## src/rtl/fnd_pkg.sv

```systemverilog
// rtl/fnd_pkg.sv - shared constants and helpers for the 7-segment scan controller
package fnd_pkg;

  localparam int BCD_W = 4;
  localparam logic [BCD_W-1:0] BCD_MAX = 4'd9;
  localparam int DEF_CLK_DIV = 50000;
  localparam int MAX_DIGITS = 32;

  // Active-low enables: ones in the low n bits switch every digit off
  function automatic logic [MAX_DIGITS-1:0] sel_all_off(input int n);
    logic [MAX_DIGITS-1:0] m;
    for (int i = 0; i < MAX_DIGITS; i++) m[i] = (i < n);
    return m;
  endfunction

  // Nibbles outside 0..9 are shown as 0
  function automatic logic [BCD_W-1:0] bcd_clamp(input logic [BCD_W-1:0] d);
    return (d > BCD_MAX) ? '0 : d;
  endfunction

endpackage

```

## src/rtl/fnd_scan_timer.sv

```systemverilog
// rtl/fnd_scan_timer.sv - slot prescaler, slot index and frame strobes
module fnd_scan_timer
  import fnd_pkg::*;
#(
  parameter int NUM_DIGITS = 4,
  parameter int CLK_DIV = DEF_CLK_DIV,
  localparam int IDX_W = (NUM_DIGITS > 1) ? $clog2(NUM_DIGITS) : 1,
  localparam int PRE_W = $clog2(CLK_DIV)
) (
  input  logic             clk,
  input  logic             rst_n,
  output logic [IDX_W-1:0] idx_next,        // slot index in the next cycle
  output logic             slot_start_next, // next cycle is cycle 0 of a slot
  output logic             frame_boundary   // this cycle is the last of the frame
);

  logic [PRE_W-1:0] presc;
  logic [IDX_W-1:0] idx;
  logic             presc_last;
  logic             idx_last;

  assign presc_last      = (presc == PRE_W'(CLK_DIV - 1));
  assign idx_last        = (idx == IDX_W'(NUM_DIGITS - 1));
  assign frame_boundary  = presc_last && idx_last;
  assign slot_start_next = presc_last;
  assign idx_next        = !presc_last ? idx : (idx_last ? '0 : idx + 1'b1);

  // Prescaler wraps every slot; slot index advances on each wrap
  always_ff @(posedge clk or negedge rst_n) begin
    if (!rst_n) begin
      presc <= '0;
      idx   <= '0;
    end else begin
      presc <= presc_last ? '0 : presc + 1'b1;
      idx   <= idx_next;
    end
  end

endmodule

```

## src/rtl/fnd_scan_ctrl.sv

```systemverilog
// rtl/fnd_scan_ctrl.sv - multiplexed 7-segment scan with double-buffered value
module fnd_scan_ctrl
  import fnd_pkg::*;
#(
  parameter int NUM_DIGITS = 4,
  parameter int CLK_DIV = DEF_CLK_DIV,
  parameter int BLANK_LZ = 1
) (
  input  logic                          clk,
  input  logic                          rst_n,
  input  logic                          wr_en,
  input  logic [BCD_W*NUM_DIGITS-1:0]   wr_data,
  output logic                          wr_ready,
  output logic [BCD_W-1:0]              number,
  output logic [NUM_DIGITS-1:0]         digit_sel,
  output logic                          frame_done
);

  localparam int IDX_W = (NUM_DIGITS > 1) ? $clog2(NUM_DIGITS) : 1;
  localparam int DW = BCD_W * NUM_DIGITS;
  localparam logic [MAX_DIGITS-1:0] SEL_OFF_W = sel_all_off(NUM_DIGITS);
  localparam logic [NUM_DIGITS-1:0] SEL_OFF = SEL_OFF_W[NUM_DIGITS-1:0];

  logic [IDX_W-1:0]    idx_next;
  logic                slot_start_next;
  logic                frame_boundary;
  logic [DW-1:0]       disp;
  logic [DW-1:0]       pend;
  logic [DW-1:0]       disp_next;
  logic [DW-1:0]       wr_clamped;
  logic                commit;
  logic                zero_run;
  logic [BCD_W-1:0]    digs [NUM_DIGITS];
  logic [NUM_DIGITS-1:0] blanked;

  fnd_scan_timer #(
    .NUM_DIGITS(NUM_DIGITS),
    .CLK_DIV   (CLK_DIV)
  ) u_timer (
    .clk            (clk),
    .rst_n          (rst_n),
    .idx_next       (idx_next),
    .slot_start_next(slot_start_next),
    .frame_boundary (frame_boundary)
  );

  // Pending buffer only changes hands on the last cycle of a frame
  assign commit    = frame_boundary && !wr_ready;
  assign disp_next = commit ? pend : disp;

  // Clamp each incoming nibble so only valid BCD reaches the pending buffer
  always_comb begin
    wr_clamped = '0;
    for (int k = 0; k < NUM_DIGITS; k++)
      wr_clamped[k*BCD_W +: BCD_W] = bcd_clamp(wr_data[k*BCD_W +: BCD_W]);
  end

  // Split the upcoming display value into digits and mark leading zeros
  always_comb begin
    digs     = '{default: '0};
    blanked  = '0;
    zero_run = 1'b1;
    for (int k = NUM_DIGITS - 1; k >= 0; k--) begin
      digs[k]    = disp_next[k*BCD_W +: BCD_W];
      zero_run   = zero_run && (digs[k] == '0);
      blanked[k] = (BLANK_LZ != 0) && (k != 0) && zero_run;
    end
  end

  // Write handshake: wr_ready low doubles as the pending-valid flag
  always_ff @(posedge clk or negedge rst_n) begin
    if (!rst_n) begin
      disp     <= '0;
      pend     <= '0;
      wr_ready <= 1'b1;
    end else if (commit) begin
      disp     <= pend;
      wr_ready <= 1'b1;
    end else if (wr_en && wr_ready) begin
      pend     <= wr_clamped;
      wr_ready <= 1'b0;
    end
  end

  // Scan outputs registered for the slot position the timer enters next
  always_ff @(posedge clk or negedge rst_n) begin
    if (!rst_n) begin
      number     <= '0;
      digit_sel  <= SEL_OFF;
      frame_done <= 1'b0;
    end else begin
      frame_done <= frame_boundary;
      if (slot_start_next) begin
        number    <= digs[idx_next];
        digit_sel <= SEL_OFF;
      end else if (blanked[idx_next]) begin
        digit_sel <= SEL_OFF;
      end else begin
        digit_sel <= ~(NUM_DIGITS'(1) << idx_next);
      end
    end
  end

endmodule

```

## config.mk

```make
export PLATFORM = sky130hd
export DESIGN_NAME = fnd_scan_ctrl
export DESIGN_NICKNAME = d
export VERILOG_FILES = /design/src/rtl/fnd_pkg.sv /design/src/rtl/fnd_scan_timer.sv /design/src/rtl/fnd_scan_ctrl.sv
export SDC_FILE = /design/constraint.sdc
export NUM_CORES = 1
export LEC_CHECK = 0
export ABC_AREA = 1
export CORE_MARGIN = 5
export CORE_UTILIZATION = 35
export DETAILED_ROUTE_END_ITERATION = 7
export PLACE_DENSITY = 0.59
export SKIP_CTS_REPAIR_TIMING = 1
export SLEW_MARGIN = 20
export SYNTH_ARGS = -nofsm -noshare
export SYNTH_HDL_FRONTEND = slang
export SYNTH_SLANG_ARGS = --single-unit
```

## constraint.sdc

```tcl
create_clock -name clk -period 4 [get_ports clk]
set_input_delay 0.6 -clock clk [delete_from_list [all_inputs] [get_ports clk]]
set_output_delay 0.6 -clock clk [all_outputs]
set_load 0.05 [all_outputs]
```

After elaboration in Yosys (flattened, before gate mapping)
Cells that the tools add are included.
Widths: inputs -> output; s select.
{"block": "classes", "eq_ne": 2, "n_mux": 17, "multipliers": 0, "addsub": 2, "n_bitwise": 3, "div_mod_pow": 0, "order_cmp": 6, "n_shift": 1, "n_reduce_logical": 11}
{"cell": "$mux 16", "n": 2}
{"cell": "$mux 4", "n": 8}
{"cell": "$add 16x1->16 const B", "n": 1}
{"cell": "$eq 16x16->1 const B", "n": 1}
{"cell": "$gt 4x4->1 const B", "n": 4}
{"cell": "$logic_not 4->1", "n": 3}
{"cell": "$bmux 4 s2", "n": 1}
{"cell": "$logic_and 1x1->1", "n": 5}
{"cell": "$mux 2", "n": 2}
{"cell": "$not 4->4", "n": 1}
{"cell": "$shl 1x2->4 const A", "n": 1}
{"cell": "$ge 3x3->1 const B", "n": 1}
{"cell": "$lt 2x3->1 const B", "n": 1}
{"cell": "$mux 1", "n": 3}
{"cell": "$not 2->3", "n": 1}
{"cell": "$add 2x1->2 const B", "n": 1}
{"cell": "$bmux 1 s2", "n": 1}
{"cell": "$eq 2x2->1 const B", "n": 1}
{"cell": "$reduce_and 2->1", "n": 1}
{"cell": "$reduce_bool 2->1", "n": 1}
{"cell": "$logic_not 1->1", "n": 1}
{"cell": "$not 1->1", "n": 1}
{"block": "totals", "n_memories": 0, "latchBits": 0, "wordCells": 50, "out_inout_bits": 10, "mem_bits_rw": 0, "mem_bits_ro": 0, "regBits": 60}

Depth between registers and ports, before layout
Gate-level depths: netlist of run 1.
{"block": "depth", "ltp_word": 11, "ltp_mapped": 13, "ltp_nobuf": 13}

By module
From an unflattened synthesis of run 1, not the netlist that was laid out.
{"block": "unflattened", "cells_unflattened": 344, "hier_area_um2": 2861.5}
{"mod": "fnd_scan_ctrl", "seq_area_each_um2": 1057.3, "n_inst": 1, "cells_each": 212, "area_each_um2": 1829.3}
{"mod": "fnd_scan_timer", "seq_area_each_um2": 450.4, "n_inst": 1, "cells_each": 132, "area_each_um2": 1032.2}

Least setup slack after synthesis of run 1
Ideal clock, no wire load.
{"block": "synth_timing", "path_kind": "flip-flop to flip-flop", "from": "reg u_timer.presc[0]", "to": "reg number[2]", "setup_time_ns": 0.122, "slack_ns": 2.275, "synth_period_minus_slack_ns": 1.725, "path_stages_with_launch": 13, "path_buffers": 0, "arrival_ns": 1.603, "cell_sequence": "dfrtp_1 ha_1 nand3_1 nor2_4 nand2_4 nand2_2 inv_1 nor2_4 nor2_2 nand2_1 nand2_1 a21oi_2 a21oi_2"}
{"block": "synth_via", "word_cells_on_any_way": 9, "cone_classes": "1 x eq/ne; 5 x mux; 1 x bitwise; 2 x reduce/logical"}
{"element": "start: declaration", "line_no": "fnd_scan_timer.sv:17", "source": "logic [PRE_W-1:0] presc;"}
{"element": "start signal: assignment", "line_no": "fnd_scan_timer.sv:34", "source": "presc <= presc_last ? '0 : presc + 1'b1;"}
{"element": "$eq 16x16->1", "line_no": "fnd_scan_timer.sv:22", "source": "assign presc_last = (presc == PRE_W'(CLK_DIV - 1));"}
{"element": "$mux 2", "line_no": "fnd_scan_timer.sv:26", "source": "assign idx_next = !presc_last ? idx : (idx_last ? '0 : idx + 1'b1);"}
{"element": "named net idx_next[0]", "line_no": "fnd_scan_ctrl.sv:24", "source": "logic [IDX_W-1:0] idx_next;"}
{"element": "$not 2->3 (implied by the code)", "line_no": "fnd_scan_ctrl.sv:94", "source": "number <= digs[idx_next];"}
{"element": "$bmux 4 s2", "line_no": "fnd_scan_ctrl.sv:94"}
{"element": "$mux 4 (implied by the code) (2 in series)", "line_no": "fnd_scan_ctrl.sv:94"}
{"element": "end signal: assignment", "line_no": "fnd_scan_ctrl.sv:94"}
{"element": "end: declaration", "line_no": "fnd_scan_ctrl.sv:14", "source": "output logic [BCD_W-1:0] number,"}
The timed path passes the listed nets, and every way through them passes these cells. The select of a mux whose other input is x is not followed.
A chain may end at the register's enable or synchronous reset.

Worst setup path in the final report of run 1
{"block": "layout_timing", "from": "reg u_timer.presc[0]", "to": "reg digit_sel[1]"}
{"block": "layout_via", "word_cells_on_any_way": 16, "cone_classes": "1 x eq/ne; 1 x shift; 6 x mux; 1 x bitwise; 7 x reduce/logical"}
{"element": "$eq 16x16->1", "line_no": "fnd_scan_timer.sv:22"}
{"element": "$logic_and 1x1->1", "line_no": "fnd_scan_timer.sv:24", "source": "assign frame_boundary = presc_last && idx_last;"}
{"element": "$logic_and 1x1->1", "line_no": "fnd_scan_ctrl.sv:48", "source": "assign commit = frame_boundary && !wr_ready;"}
{"element": "$mux 16"}
{"element": "named net disp_next[6]", "line_no": "fnd_scan_ctrl.sv:29", "source": "logic [DW-1:0] disp_next;"}
{"element": "$logic_not 4->1", "line_no": "fnd_scan_ctrl.sv:65", "source": "zero_run = zero_run && (digs[k] == '0);"}
{"element": "$logic_and 1x1->1", "line_no": "fnd_scan_ctrl.sv:65"}
{"element": "$bmux 1 s2", "line_no": "fnd_scan_ctrl.sv:96", "source": "end else if (blanked[idx_next]) begin"}
{"element": "$mux 1 (implied by the code)", "line_no": "fnd_scan_ctrl.sv:96"}
{"element": "$mux 4", "line_no": "fnd_scan_ctrl.sv:96"}
{"element": "$mux 4", "line_no": "fnd_scan_ctrl.sv:93", "source": "if (slot_start_next) begin"}
{"element": "end signal: assignment", "line_no": "fnd_scan_ctrl.sv:99", "source": "digit_sel <= ~(NUM_DIGITS'(1) << idx_next);"}
{"element": "end: declaration", "line_no": "fnd_scan_ctrl.sv:15", "source": "output logic [NUM_DIGITS-1:0] digit_sel,"}
The timed path passes the listed nets, and every way through them passes these cells. The select of a mux whose other input is x is not followed.

==> results_dict.tcl, run 1 <==
set metrics [dict create \
    maxCapViolations 0 \
    drv_slew 0 \
    ant_nets 0 \
    io_pins 29 \
    fin_setup_tns_ns 0 \
    synthesis.area_um2 2860 \
    fmax_mhz 420 \
    vias 2218 \
    cts_tree "done" \
    fin_cells 479 \
    drc 0 \
    grt_pass1_wl_um 10600 \
    drt_pass1_iterations 4 \
    fin_nets 391 \
    mostFrequentLayoutCells "nand2_1, dfrtp_1, nor2_1, inv_1, nand3_1" \
    synth_nets 357 \
    clockBufferDepth 2 \
    clk_latency_ns 0.34 \
    die-area_um2 10100 \
    syn_to_final_growth_pct 20.2 \
    start_util 0.354 \
    period_share 0.595 \
    cp-start-kind "flip-flop" \
    yosys_register_bits 60 \
    fp-row-count 33 \
    layout_commonest_cell "nand2_1" \
    setup_viol 0 \
    root_buffer "clkbuf_8" \
    drt_iter0_markers 103 \
    synth_warnings 0 \
    die_h_um 100 \
    drive_gt1_frac 0.131 \
    hpwl_um 4460 \
    crit_arrival_ns 2.65 \
    max_slew_margin 0.416 \
    clock_sinks 60 \
    max-vdd-ir-drop_mv 0.192 \
    p_leak_nw 1.70 \
    routed_wl_um 6020 \
    grt_setup_unrepaired "no" \
    crit_fanout 14 \
    antenna_found_initial 0 \
    die_x_um 100 \
    min_path_type "in2async" \
    synth_cells 336 \
    viasPerCell 4.63 \
    ys.flop_type "dfrtp_1" \
    path_clk_slew_ns 0.06 \
    ys_seq_area_frac 0.527 \
    cts_buffers 9 \
    coreArea_um2 8090 \
    outcome "completed" \
    synth_edf_count 0 \
    htreeDepth 3 \
    end_kind "flip-flop" \
    cellPowerDensity_nw_per_um2 362 \
    worst_pin_slew_ns 0.873 \
    p_total_mw 1.24 \
    syn-mean-instance-area_um2 8.52 \
    worst_clock_skew_ns 0.00573 \
    gp_congestion 0.842 \
    wl_per_cell_um 12.6 \
    grt_usage 0.134 \
    min_period_ns 2.38 \
    critPathRequiredTime_ns 4.27 \
    ys_types 33 \
    synth-async-reset-ratio 1.00 \
    hold_viol 0 \
    portBuffers 28 \
    grt_pass1_vias 2199 \
    antenna_cells 0 \
    grt_max_degree 33 \
    crit_type "reg2reg" \
    dp_cells 464 \
    grt_overflow 0 \
]
==> per-stage QoR <==
| stage | utilization | hold slack (ns) | worst slack (ns) | cell area [um2] |
|---|---|---|---|---|
| floorplan | - | 0.304 | 2.28 | 2860 |
| global placement | 0.400 | 0.452 | 1.72 | 3240 |
| detailed placement | 0.400 | 0.461 | 1.63 | 3240 |
| CTS | 0.425 | 0.288 | 1.61 | 3440 |
| global route | 0.425 | 0.313 | 1.34 | 3440 |
| finish | 0.425 | 0.274 | 1.62 | 3440 |
==> synth_stat cells, drive strengths merged, types with 2 or more instances <==
cell type / count / area [um2]
buf: 2 / 22.5
a31oi: 2 / 12.5
ha: 2 / 25.0
nand3: 30 / 155
o21ai: 28 / 159
nand2: 94 / 378
nand4: 6 / 52.6
inv: 41 / 154
nor3: 7 / 35.0
xor2: 3 / 26.3
nor2: 48 / 249
dfstp: 5 / 131
clkbuf: 4 / 15.0
a21oi: 3 / 22.5
dfrtp: 55 / 1380
==> kinds of logic (layout without fill, tap and decap cells) <==
family                     Yosys count  in the layout  synth area share
AOI/OAI and AO/OA                   35             35            0.0730
buffers and inverters               47             85            0.0669
xor gates and xnor gates             4              4            0.0122
DFF                                 60             60             0.527
adders and majority gates            2              2           0.00874
and+or+nand+nor                    188            188             0.312
==> where the power goes <==
group          total, mW  internal [mW]  leakage (nW)  switching, mW
Combinational     0.0525         0.0237         0.809         0.0288
Clock              0.561          0.336         0.103          0.225
Sequential         0.631          0.624         0.787        0.00704
==> flip-flops by register name, indices dropped and copies added, names as in the netlist <==
| name | count |
|---|---|
| digit_sel | 4 |
| disp | 16 |
| frame_done | 1 |
| number | 4 |
| pend | 16 |
| u_timer.idx | 2 |
| u_timer.presc | 16 |
| wr_ready | 1 |
==> final cells by class <==
type,count,area (um2)
clock buffers,14,173
clock inverters,1,30.0
fillers,846,4650
inverters,41,154
multi-input cells,229,1160
flip-flops and latches,60,1510
well taps,105,131
repair buffers,29,283
==> critical path, cell delays in order (launching register included) <==
cell	delay, ns
dfrtp_1	0.39
ha_1	0.21
nand2_1	0.06
nor2_1	0.19
nand3_1	0.10
nor2_1	0.69
nand4_1	0.20
nand2_2	0.14
nor2_1	0.05
nand3_1	0.10
nand2_1	0.07
nand3_2	0.07
nand2_1	0.05
==> path summary, 6_finish.rpt <==
check                                     to  slack [ns]        startpoint  cells after the start
worst max register to register  digit_sel[1]        1.62  u_timer.presc[0]                     12
min in group clk                digit_sel[2]        0.47    u_timer.idx[1]                      1
max in group asynchronous       digit_sel[1]        2.83             rst_n                      2
worst max-delay path            digit_sel[1]        1.62  u_timer.presc[0]                     12
worst min register to register  digit_sel[2]        0.47    u_timer.idx[1]                      1
worst min-delay path                pend[12]        0.27             rst_n                      1
==> layer usage <==
metal	GRT usage	wire (um)	vias up
li1	-	-	1146
met1	0.178	2980	1021
met2	0.199	2680	39
met3	0.0479	252	12
met4	0.0560	108	0
met5	0	0	-
Power figures use the tool's default switching activity.
==> inputs of run 2 (changes only) <==
- PLACE_DENSITY: 0.59 -> 0.6
- clock period: 4 -> 2 ns (I/O delays scaled with it)
==> run 2 against run 1 <==
  * Sequential share of layout area is 5.1 points lower
  * Clock power grew 82%
  * Sequential power rose by 100%
  * Non-clock buffer count rose by 35
  * Worst setup slack worse by 1.6 ns
  * Cell count is 7.9% higher
  * Die area is the same
  * Power is 93% higher
  * Critical endpoint is now digit_sel[0]
  * Largest power group unchanged
==> results_dict.tcl, run 2 (synthesized netlist as in run 1, its figures left out) <==
set metrics [dict create \
    wl_per_cell_um 13.1 \
    cts_tree "done" \
    root_buffer "clkbuf_8" \
    htreeDepth 3 \
    ant_nets 0 \
    dp_slack_ns -0.0496 \
    min_path_type "in2async" \
    seqPwrFrac 0.527 \
    dpl_cell_area_um2 3380 \
    die_x_um 100 \
    worst_clock_skew_ns 0.00967 \
    p_int_mw 1.85 \
    postLayoutCoreUtil 0.481 \
    die-area_um2 10100 \
    clk_latency_ns 0.34 \
    drv_slew 0 \
    p_leak_nw 1.91 \
    syn_to_final_growth_pct 36.2 \
    fin_ws_ns 0.0581 \
    hold_viol 0 \
    p_clk_frac 0.427 \
    max_slew_margin 0.659 \
    crit_chain "clkdlybuf4s50_1" \
    crit_family "buffers and inverters" \
    comb_power_share 0.046 \
    fmax_mhz 515 \
    outcome "completed" \
    final_area_um2 3900 \
    p_total_mw 2.40 \
    clockBufferDepth 2 \
    grt_usage 0.140 \
    drc 0 \
    max_stage_delay_ns 0.79 \
    die_h_um 100 \
    gp_congestion 0.846 \
    cellPowerDensity_nw_per_um2 615 \
    drt_pass1_iterations 4 \
    slowest_stage "clkdlybuf4s50_1" \
    drt_iter0_markers 199 \
    crit_start "digit_sel[0]" \
    clock_sinks 60 \
    coreArea_um2 8090 \
    max-vdd-ir-drop_mv 0.519 \
    drive_gt1_frac 0.272 \
    viasPerCell 4.69 \
    fin_setup_tns_ns 0 \
    grt_pass1_wl_um 10900 \
    mostFrequentLayoutCells "nand2_1, dfrtp_1, inv_1" \
    crit_fanout 1 \
    p_sw_frac 0.229 \
    min_period_ns 1.94 \
    grt_max_degree 45 \
    hpwl_um 4570 \
    grt_overflow 0 \
    fin_nets 428 \
    cp.buffers_inverters 1 \
    layout_commonest_cell "nand2_1" \
    grt_pass1_vias 2318 \
    crit_arrival_ns 1.64 \
    rrSetupSlack_ns 0.08 \
    crit_type "reg2out" \
    fillCellCount 802 \
    antenna_cells 0 \
    vias 2425 \
    portBuffers 28 \
    grt_setup_unrepaired "yes" \
    io_pins 29 \
    antenna_found_initial 0 \
    switching_power_uw 548 \
    worst_pin_slew_ns 0.511 \
    cts_buffers 9 \
    routed_wl_um 6790 \
    critPathRequiredTime_ns 1.70 \
    reg_top3 "disp (16), pend (16), u_timer.presc (16)" \
    path_clk_slew_ns 0.07 \
    start_util 0.354 \
    setup_viol 0 \
    fp-row-count 33 \
    worstReg2RegStart "u_timer.presc[5]" \
    period_share 0.971 \
    maxCapViolations 0 \
    end_kind "output pin" \
    cp-start-kind "flip-flop" \
]
==> run 2: worst paths after layout <==
kind                                           to  depth (start not counted)
min in group clk                     digit_sel[2]                          1
max in group asynchronous                wr_ready                          3
worst max register to register       digit_sel[1]                         12
worst min-delay path            u_timer.presc[14]                          2
worst min register to register       digit_sel[2]                          1
worst max-delay path                 digit_sel[0]                          1
==> run 2: per-stage QoR <==
step,cells,hold WS (ns)
finish,517,0.440
global route,517,0.467
CTS,497,-0.104
detailed placement,481,0.270
global placement,481,0.267
floorplan,336,0.00441
==> run 2: cell type report <==
cell class | count | area [um2] | share of cell area
clock buffers | 13 | 169 | 0.0434
clock inverters | 3 | 20.0 | 0.00514
repair buffers | 64 | 613 | 0.157
flip-flops and latches | 60 | 1510 | 0.388
well taps | 105 | 131 | 0.0337
multi-input cells | 231 | 1300 | 0.333
inverters | 41 | 156 | 0.0401
==> run 2: routing by layer <==
metal,GRT usage,part of all wire
met5,0,0
met4,0.0528,0.0090
met3,0.0431,0.040
met2,0.223,0.49
met1,0.178,0.46
==> run 2: power groups by stage <==
stage	clock network, mW	registers, mW	logic [mW]
floorplan	0	1.28	0.0352
global placement	0	1.28	0.109
detailed placement	0	1.28	0.112
CTS	1.05	1.26	0.112
global route	1.13	1.27	0.129
finish	1.02	1.26	0.111
==> inputs of run 3 (changes only) <==
- PLACE_DENSITY: 0.6 -> 0.59
- SLEW_MARGIN: 20 -> unset
- clock period: 2 -> 2.25 ns (I/O delays scaled with it)
==> run 3 against run 2 <==
  * Largest power group unchanged
  * Worst setup slack gained 0.16 ns
  * Count of clock-buffer cells in the layout is the same
  * Combinational power shrank 14%
  * Sequential cell count is the same
  * Cell count shrank 6.0%
  * Clock skew grew 0.00073 ns
==> results_dict.tcl, run 3 (synthesized netlist as in run 1, its figures left out) <==
set metrics [dict create \
    routed_wl_um 6060 \
    coreArea_um2 8090 \
    grt_usage 0.133 \
    clock_sinks 60 \
    min_period_ns 2.03 \
    mostFrequentLayoutCells "nand2_1, dfrtp_1, nor2_1, inv_1, nand3_1" \
    cp.buffers_inverters 1 \
    die_x_um 100 \
    hpwl_um 4420 \
    crit_type "reg2out" \
    period_share 0.903 \
    max_stage_delay_ns 0.81 \
    max_slew_margin 0.621 \
    end_kind "output pin" \
    path_clk_slew_ns 0.06 \
    drt_iter0_markers 101 \
    maxCapViolations 0 \
    clk_latency_ns 0.34 \
    drc 0 \
    cts_buffers 9 \
    grt_setup_unrepaired "no" \
    htreeDepth 3 \
    viasPerCell 4.61 \
    die-area_um2 10100 \
    r2r.worst_path.cells 11 \
    layout_commonest_cell "nand2_1" \
    portBuffers 28 \
    fin_nets 397 \
    drive_gt1_frac 0.144 \
    reg_top3 "disp (16), pend (16), u_timer.presc (16)" \
    p_leak_nw 1.71 \
    drt_pass1_iterations 4 \
    vias 2239 \
    use_met2 0.203 \
    grt_pass1_wl_um 10500 \
    outcome "completed" \
    worst_clock_skew_ns 0.0104 \
    slowest_stage "clkdlybuf4s50_1" \
    crit_arrival_ns 1.70 \
    cellPowerDensity_nw_per_um2 592 \
    min_path_type "in2async" \
    grt.busiest_layer "met2" \
    grt_overflow 0 \
    drv_slew 0 \
    worstReg2RegStart "u_timer.presc[0]" \
    wl_per_cell_um 12.5 \
    setup_viol 0 \
    root_buffer "clkbuf_8" \
    fmax_mhz 492 \
    crit_chain "clkdlybuf4s50_1" \
    ant_nets 0 \
    critPathRequiredTime_ns 1.91 \
    p_total_mw 2.04 \
    antenna_found_initial 0 \
    max-vdd-ir-drop_mv 0.312 \
    rrSetupSlack_ns 0.24 \
    crit_family "buffers and inverters" \
    hold_viol 0 \
    grt_use_met1 0.174 \
    antenna_cells 0 \
    fillCellCount 875 \
    die_h_um 100 \
    clockBufferDepth 2 \
    grt_max_degree 45 \
    r2r_end "digit_sel[1]" \
    worst_pin_slew_ns 0.568 \
    syn_to_final_growth_pct 20.6 \
    io_pins 29 \
    start_util 0.354 \
    grt_pass1_vias 2234 \
    crit_fanout 3 \
    cts_tree "done" \
    fp-row-count 33 \
    fin_setup_tns_ns 0 \
    use_met3 0.0445 \
    cp-start-kind "flip-flop" \
    gp_congestion 0.824 \
]
run 3: changes by cell type in the layout (fill, tap and decap cells not counted), sizes merged, moves of 2 or more:
| cell | change |
|---|---|
| clkinvlp | -2 |
| clkinv | +2 |
| buf | -29 |
| clkdlybuf4s50 | +4 |
| dlymetal6s2s | -3 |
run 3: worst max path at each step:
| stage | from | end | cells past startpoint |
|---|---|---|---|
| 2_1_floorplan | u_timer.presc[0] | number[2] | 12 |
| 3_3_place_gp | u_timer.presc[0] | digit_sel[2] | 10 |
| 3_5_place_dp | u_timer.presc[0] | digit_sel[1] | 10 |
| 4_1_cts | u_timer.presc[0] | digit_sel[1] | 10 |
| 5_1_grt | u_timer.presc[0] | digit_sel[1] | 11 |
| 6_report | wr_ready | wr_ready | 1 |
run 3: per-layer routing:
metal	up-vias	wire (um)
met5	-	0
met4	0	93
met3	10	241
met2	34	2830
met1	1041	2890
li1	1154	-
run 3: layout make-up:
type | instances | area (um2) | share of cell area
flip-flops and latches | 60 | 1510 | 0.437
inverters | 41 | 154 | 0.0446
multi-input cells | 230 | 1170 | 0.340
clock buffers | 13 | 149 | 0.0431
repair buffers | 34 | 320 | 0.0928
clock inverters | 3 | 15.0 | 0.00435
well taps | 105 | 131 | 0.0381
run 3: per-stage QoR:
stage / cells / utilization / hold WS (ns) / area [um2] / setup WS, ns
5_1_grt: 486 / 0.427 / 0.117 / 3450 / 0.0347
3_3_place_gp: 469 / 0.405 / 0.453 / 3280 / 0.233
6_report: 486 / 0.427 / 0.0766 / 3450 / 0.217
4_1_cts: 485 / 0.425 / 0.0902 / 3440 / 0.142
3_5_place_dp: 469 / 0.405 / 0.463 / 3280 / 0.174
2_1_floorplan: 336 / - / 0.0419 / 2860 / 0.525
run 3: report_power, final:
part / internal [mW] / switching [mW]
logic: 0.0434 / 0.0526
clock network: 0.425 / 0.401
registers: 1.11 / 0.0120
